==> config.mk <==
export PLATFORM = sky130hd
export DESIGN_NAME = fifo_frame_writer
export DESIGN_NICKNAME = d
export VERILOG_FILES = /design/src/rtl/fifo_frame_pkg.sv /design/src/rtl/fifo_frame_writer.sv
export SDC_FILE = /design/constraint.sdc
export NUM_CORES = 1
export LEC_CHECK = 0
export ABC_AREA = 1
export CORE_MARGIN = 2
export CORE_UTILIZATION = 47
export DETAILED_ROUTE_END_ITERATION = 10
export PLACE_DENSITY = 0.81
export SKIP_CTS_REPAIR_TIMING = 1
export SYNTH_ARGS = -nofsm -noshare
export SYNTH_HDL_FRONTEND = slang
export SYNTH_SLANG_ARGS = --single-unit
==> constraint.sdc <==
create_clock -name wclk -period 1.8 [get_ports wclk]
set_input_delay 0.36 -clock wclk [delete_from_list [all_inputs] [get_ports wclk]]
set_output_delay 0.36 -clock wclk [all_outputs]
set_load 0.1 [all_outputs]
==> src/rtl/fifo_frame_pkg.sv <==
// Shared types and constants for the FIFO frame writer.
package fifo_frame_pkg;

  typedef enum logic [2:0] {
    IDLE,
    HDR,
    SEQ,
    PAYLOAD,
    DROP,
    GAP
  } state_t;

  localparam logic [15:0] HDR_WORD_DEFAULT = 16'hA55A;
  localparam int unsigned GAP_CYCLES       = 2;
  localparam int unsigned SEQ_W            = 16;
  localparam int unsigned DROP_W           = 16;

endpackage

==> src/rtl/fifo_frame_writer.sv <==
// Packs a sample stream into header/sequence/payload frames and writes them to
// an async FIFO, admitting a frame only when the whole frame is known to fit.
module fifo_frame_writer
  import fifo_frame_pkg::*;
#(
  parameter int unsigned       DATA_W         = 16,
  parameter int unsigned       WR_DEPTH_WIDTH = 9,
  parameter int unsigned       FRAME_LEN      = 64,
  parameter logic [DATA_W-1:0] HDR_WORD       = DATA_W'(HDR_WORD_DEFAULT)
) (
  input  logic                      wclk,
  input  logic                      wrst,
  input  logic                      en,
  input  logic                      s_valid,
  input  logic [DATA_W-1:0]         s_data,
  output logic                      s_ready,
  input  logic                      wfull,
  input  logic [WR_DEPTH_WIDTH:0]   wr_water_level,
  output logic                      w_en,
  output logic [DATA_W-1:0]         w_data,
  output logic                      frame_done,
  output logic [DROP_W-1:0]         drop_cnt,
  output logic                      busy
);

  localparam int unsigned FREE_W = WR_DEPTH_WIDTH + 2;
  localparam int unsigned BEAT_W = (FRAME_LEN > 1) ? $clog2(FRAME_LEN) : 1;
  localparam int unsigned GAP_W  = $clog2(GAP_CYCLES + 1);

  localparam logic [FREE_W-1:0] DEPTH     = FREE_W'(2 ** WR_DEPTH_WIDTH);
  localparam logic [FREE_W-1:0] NEED      = FREE_W'(FRAME_LEN + 2);
  localparam logic [BEAT_W-1:0] LAST_BEAT = BEAT_W'(FRAME_LEN - 1);
  localparam logic [GAP_W-1:0]  GAP_LAST  = GAP_W'(GAP_CYCLES - 1);

  state_t              r_state;
  logic                r_w_en;
  logic [DATA_W-1:0]   r_w_data;
  logic                r_frame_done;
  logic                r_s_ready;
  logic                r_busy;
  logic [BEAT_W-1:0]   r_beat;
  logic [GAP_W-1:0]    r_gap;
  logic [SEQ_W-1:0]    r_seq;
  logic [DROP_W-1:0]   r_drop_cnt;

  logic [FREE_W-1:0]   w_free;
  logic                w_admit;
  logic                w_accept;
  logic                w_last;

  // Room check: the whole frame (header + sequence + payload) must fit.
  assign w_free   = DEPTH - FREE_W'(wr_water_level);
  assign w_admit  = (w_free >= NEED) && !wfull;
  assign w_accept = s_valid && r_s_ready;
  assign w_last   = (r_beat == LAST_BEAT);

  always_ff @(posedge wclk or posedge wrst) begin
    if (wrst) begin
      r_state      <= IDLE;
      r_w_en       <= 1'b0;
      r_w_data     <= '0;
      r_frame_done <= 1'b0;
      r_s_ready    <= 1'b0;
      r_busy       <= 1'b0;
      r_beat       <= '0;
      r_gap        <= '0;
      r_seq        <= '0;
      r_drop_cnt   <= '0;
    end else begin
      r_w_en       <= 1'b0;
      r_frame_done <= 1'b0;
      unique case (r_state)
        IDLE: begin
          if (en && s_valid) begin
            r_busy <= 1'b1;
            r_beat <= '0;
            if (w_admit) begin
              r_state  <= HDR;
              r_w_en   <= 1'b1;
              r_w_data <= HDR_WORD;
            end else begin
              r_state   <= DROP;
              r_s_ready <= 1'b1;
            end
          end
        end
        HDR: begin
          r_state  <= SEQ;
          r_w_en   <= 1'b1;
          r_w_data <= DATA_W'(r_seq);
        end
        SEQ: begin
          r_state   <= PAYLOAD;
          r_s_ready <= 1'b1;
        end
        PAYLOAD: begin
          if (w_accept) begin
            r_w_en   <= 1'b1;
            r_w_data <= s_data;
            r_beat   <= r_beat + BEAT_W'(1);
            if (w_last) begin
              r_frame_done <= 1'b1;
              r_seq        <= r_seq + SEQ_W'(1);
              r_s_ready    <= 1'b0;
              r_gap        <= '0;
              r_state      <= GAP;
            end
          end
        end
        DROP: begin
          // Beats are swallowed so the producer stays frame-aligned.
          if (w_accept) begin
            r_beat <= r_beat + BEAT_W'(1);
            if (w_last) begin
              if (r_drop_cnt != {DROP_W{1'b1}}) r_drop_cnt <= r_drop_cnt + DROP_W'(1);
              r_s_ready <= 1'b0;
              r_gap     <= '0;
              r_state   <= GAP;
            end
          end
        end
        GAP: begin
          r_gap <= r_gap + GAP_W'(1);
          if (r_gap == GAP_LAST) begin
            r_state <= IDLE;
            r_busy  <= 1'b0;
          end
        end
        default: begin
          r_state   <= IDLE;
          r_busy    <= 1'b0;
          r_s_ready <= 1'b0;
        end
      endcase
    end
  end

  assign s_ready    = r_s_ready;
  assign w_en       = r_w_en;
  assign w_data     = r_w_data;
  assign frame_done = r_frame_done;
  assign drop_cnt   = r_drop_cnt;
  assign busy       = r_busy;

endmodule
# == Yosys cells after proc, flatten, opt, wreduce, memory -nomap -nowiden ==
# Cells that the tools add are included.
# Widths: inputs -> output; s select.
# totals
register_bits,63
input_bits,31
word_cells,83
# classes
n_addsub,5
n_lt_le_gt_ge,1
eq_ne,15
n_mux,31
bitwise_logic,2
reduce_logical,19
# ops
cell,n
$mux 16,3
$pmux 16 s3,1
$add 16x1->16 const B,2
$ne 16x16->1 const B,1
$mux 3,5
$pmux 3 s5,1
$mux 1,12
$mux 6,2
$pmux 6 s2,1
$reduce_and 3->1,4
$reduce_and 4->1,3
$ge 11x7->1 const B,1
$sub 10x10->11 const A,1
$ne 2x2->1 const B,5
$add 6x1->6 const B,1
$eq 3x2->1 const B,2
$eq 3x3->1 const B,2
$eq 6x6->1 const B,1
$pmux 1 s3,2
$reduce_and 5->1,1
$mux 2,2
$ne 2x1->1 const B,2
$pmux 1 s4,1
$pmux 2 s2,1
other kinds (11),16

# == Longest topological paths before layout ==
# Gate-level depths: netlist of the first run.
# depth
depth_word,6
ltp_mapped,14

# == Worst setup path after synthesis of the first run ==
# OpenSTA, ideal clock, no wires.
# synth_path
kind,flip-flop to flip-flop
from,register r_drop_cnt[3] (netlist: drop_cnt[3])
to,register r_drop_cnt[12] (netlist: drop_cnt[12])
arrival_ns,2.217
path_slack_ns,-0.539
stages_incl_launch_ff,11
synth_period_minus_slack_ns,2.339
path_cell_list,dfrtp_1 buf_2 nand2_1 inv_2 nand4_1 or2_1 o21ai_4 or2_1 nor2_1 nor2_1 nor2_1
# synth_via
elab_chain_len,2
# synth_lines
element,line_no,source
from (decl),fifo_frame_writer.sv:44,logic [DROP_W-1:0] r_drop_cnt;
from (signal assigned),fifo_frame_writer.sv:115,if (r_drop_cnt != {DROP_W{1'b1}}) r_drop_cnt <= r_drop_cnt + DROP_W'(1);
"parallel branches: the longest is 2 deep, another holds $add 16x1->16",--,
# Parallel ways; which one is timed is not known.
# A chain may end at the register's enable or synchronous reset.

# == Worst setup path after layout of the first run ==
# layout_path
from,register r_beat[0]
to,register r_seq[8]
# layout_via
elab_chain_len,2
# layout_lines
element,line_no,source
from (decl),fifo_frame_writer.sv:41,logic [BEAT_W-1:0] r_beat;
from (signal assigned),fifo_frame_writer.sv:100,r_beat <= r_beat + BEAT_W'(1);
from (signal assigned),fifo_frame_writer.sv:113,r_beat <= r_beat + BEAT_W'(1);
$eq 6x6->1,fifo_frame_writer.sv:55,assign w_last = (r_beat == LAST_BEAT);
$reduce_and 3->1 (no source line),--,
to (signal assigned),fifo_frame_writer.sv:103,r_seq <= r_seq + SEQ_W'(1);
to (decl),fifo_frame_writer.sv:43,logic [SEQ_W-1:0] r_seq;
# No other way between the ends.

==> results of run 1 <==
[sequential cells by signal (all words and copies together), names as in the netlist, 2 cells and up]
name      count
drop_cnt     16
r_seq        16
w_data       16
r_beat        6
r_state       3
r_gap         2
[worst max-delay path, cell delays in order, from the launching register on]
cell and delay [ps]:
dfrtp_1 370, ha_2 190, inv_2 60, nor2_4 90, nand4_4 130, nor2_4 230
inv_2 80, nor4_4 340, buf_4 170, xor2_1 140
[per-stage QoR]
step	setup WS [ps]	cell area [sq um]	total power, W	util, %	TNS, ps
global placement	-513	5020	0.00589	68.5	-15070
detailed placement	-568	5020	0.00598	68.5	-16640
finish	-90.2	5650	0.00781	77.0	-271
floorplan	-51.3	3650	0.00447	-	-372
global route	-142	5650	0.00811	77.0	-894
CTS	-202	5280	0.00758	72.0	-3780
[metal layers]
layer | global-route usage (%) | routed length [microns] | vias up
met5 | 0 | 0 | -
met4 | 8.84 | 347 | 0
met3 | 6.22 | 772 | 39
met2 | 43.6 | 5910 | 183
met1 | 28.3 | 4080 | 1796
li1 | - | - | 1724
[worst min path at each step]
| stage | start | endpoint | cells after the start |
|---|---|---|---|
| 2_1_floorplan | r_gap[0]$_DFFE_PP0P_ | r_gap[0]$_DFFE_PP0P_ | 1 |
| 5_1_grt | wrst | w_data[5]$_DFFE_PP0P_ | 3 |
| 3_3_place_gp | r_gap[0]$_DFFE_PP0P_ | r_gap[0]$_DFFE_PP0P_ | 1 |
| 4_1_cts | wrst | r_seq[9]$_DFFE_PP0P_ | 3 |
| 6_report | wrst | r_seq[11]$_DFFE_PP0P_ | 3 |
| 3_5_place_dp | r_gap[0]$_DFFE_PP0P_ | r_gap[0]$_DFFE_PP0P_ | 1 |
[placed cells by master, fill, tap and decap left out, types with 13 or more instances in the layout]
master | netlist | routed
xor2_1 | 25 | 24
inv_1 | 55 | 43
o21ai_0 | 17 | 17
clkdlybuf4s50_1 | 0 | 22
nand3_1 | 39 | 36
inv_2 | 4 | 13
nor2_1 | 47 | 38
nand2_1 | 125 | 123
dfrtp_1 | 63 | 44
buf_4 | 1 | 45
buf_12 | 0 | 39
[logic make-up after synthesis]
family,Yosys count,share of synthesized area (%)
and+or+nand+nor,260,33.0
buffers and inverters,66,7.34
DFF,63,44.1
AOI/OAI and AO/OA,37,5.91
xor gates and xnor gates,30,7.34
adders and majority gates,6,2.10
muxes,1,0.280
[final cells by class]
class	count	area [sq um]
multi-input cells	335	1920
repair buffers	118	1500
flip-flops and latches	63	1620
clock inverters	6	115
well taps	99	124
clock buffers	10	138
fillers	446	1690
inverters	59	233
[power by group through the flow]
stage                     Clock [W]  Combinational [W]  Sequential (W)
final                       0.00159            0.00412         0.00210
after global routing        0.00166            0.00432         0.00213
after CTS                   0.00158            0.00392         0.00208
after detailed placement          0            0.00389         0.00209
after global placement            0            0.00379         0.00210
after floorplan                   0            0.00114         0.00333
==> results.toml, run 1 <==
[clock_network]
cts.reportedPaths.clkPinSlew_ps = 80
clock_tree.buffer_depth = 2
cts-root-buf = "clkbuf_8"
cts_inserted_buffers = 9
cts-htree-levels = 3
clock_insertion_delay_at_the_later_pin_of_the_skew_report_ps = 360
cts_num_sinks = 63
tritoncts = "yes"

[power]
power_frac_seq_pct = 26.8
power.static_leakage_nw = 2.76
ir_drop_mv = 1.46
combinationalPowerShare_pct = 52.8
p_switching_w = 0.00365
power_report.internal_total_w = 0.00416
switching_share_pct = 46.7
clock_power_share_pct = 20.4
cellPowerDensity_nw_per_um2 = 1380

[detailed_routing]
dr_total_vias = 3742
finalWirelength_microns = 11100
wl_per_cell_microns = 16.1
number_of_iterations_in_the_first_detailed_routing_pass = 5
initial_detailed_routing_violation_count = 264
viasPerCell = 5.42
final_antenna_net_count = 0
drc_errors = 0

[sta]
report.final.setup_viol = 7
rsz0062_at_grt = "yes"
fin_hold_ws_ps = 424
post-route-min-period_ps = 1890
worst_slew_pin_slew_ps = 501
fmaxAchievable_mhz = 529
worst_clock_skew_ps = 10.4
hold_viol_final = 0
max-slew-margin-rel_pct = 66.4
final_worst_setup_slack_ps = -90.2
finalCritPeriodShare_pct = 105
slew_violations = 0

[placement]
post-place-cells = 653
globalplace.congestion = 0.904
io_buffer_count = 66
hpwl_microns = 7110

[worst_setup_path]
rrSetupSlack_ps = -90
setup.worst_path.start_class = "flop"
crit_fanout = 5
worst-r2r-cell-count = 9
crit_path_end_kind = "flop"
cp-endpoint = "r_seq[8]$_DFFE_PP0P_"
critical_path_required_ps = 2090
critical_path_arrival_ps = 2180
critical_path_origin = "r_beat[0]$_DFFE_PP0P_"
crit-reg2reg-capture = "r_seq[8]$_DFFE_PP0P_"
timing.rr.start = "r_beat[0]$_DFFE_PP0P_"
worst-setup-path-type = "flop to flop"

[yosys]
yosys_warnings = 0
synth.yosys.seq_area_share_pct = 44.1
dominantRegCellSynth = "dfrtp_1"
async_flop_share_pct = 100
synth_top_cell_area_share_pct = 44.1
ys_seq_elements = 63
cell_taking_the_most_area_after_synthesis = "dfrtp_1"
synthesis.nets = 500
syn-cell-area_sq_um = 3580
postSynthAreaPerCell_sq_um = 7.73
synthMostInstantiatedCell = "nand2_1"
synth_top_cells_by_area = "dfrtp_1 44%, nand2_1 13%, xor2_1 6.1%"
synth.top_cells.by_count = "125 x nand2_1, 63 x dfrtp_1, 55 x inv_1"
synth_enable_flop_cells = 0
yosys_cell_types = 37
syn-instance-count = 463

[final_layout]
drive_gt1_share_pct = 31.1
insertedDiodeCount = 0
finalNonFillerCells = 690
area_growth_pct = 57.8
nNetsFinal = 623

[outcome]
run_status = "finished, violations left"
failed_checks = "negative setup slack"

[grt]
wire_length_of_the_first_global_routing_pass_microns = 16200
globalRouteOverflowTotal = 0
grt_max_degree = 64
antenna_found_initial = 0
grt_util_all_layers_pct = 24.5
vias_in_the_first_global_route = 3520

[die]
floorplan.rows = 31
chipHeight_microns = 91.3
placeableCoreArea_sq_um = 7330
floorplan.io_pins = 67
starting_density_of_the_core_pct = 48.8
die_width_microns = 91.3
fp.dieArea_sq_um = 8330

[hold_path]
timing.hold.worst.class = "input pin to asynchronous set/reset pin"

[job]
count_of_max_cap_constraint_violations = 0
(Power assumes the default switching activity.)
==> inputs of run 2 (changes only) <==
--- a/config.mk
+++ b/config.mk
@@ -11,6 +11,7 @@
 export DETAILED_ROUTE_END_ITERATION = 10
 export PLACE_DENSITY = 0.81
 export SKIP_CTS_REPAIR_TIMING = 1
+export SLEW_MARGIN = 20
 export SYNTH_ARGS = -nofsm -noshare
 export SYNTH_HDL_FRONTEND = slang
 export SYNTH_SLANG_ARGS = --single-unit
==> results of run 2 <==
Same layout as run 1: the final DEF is identical, and so are final timing and power.
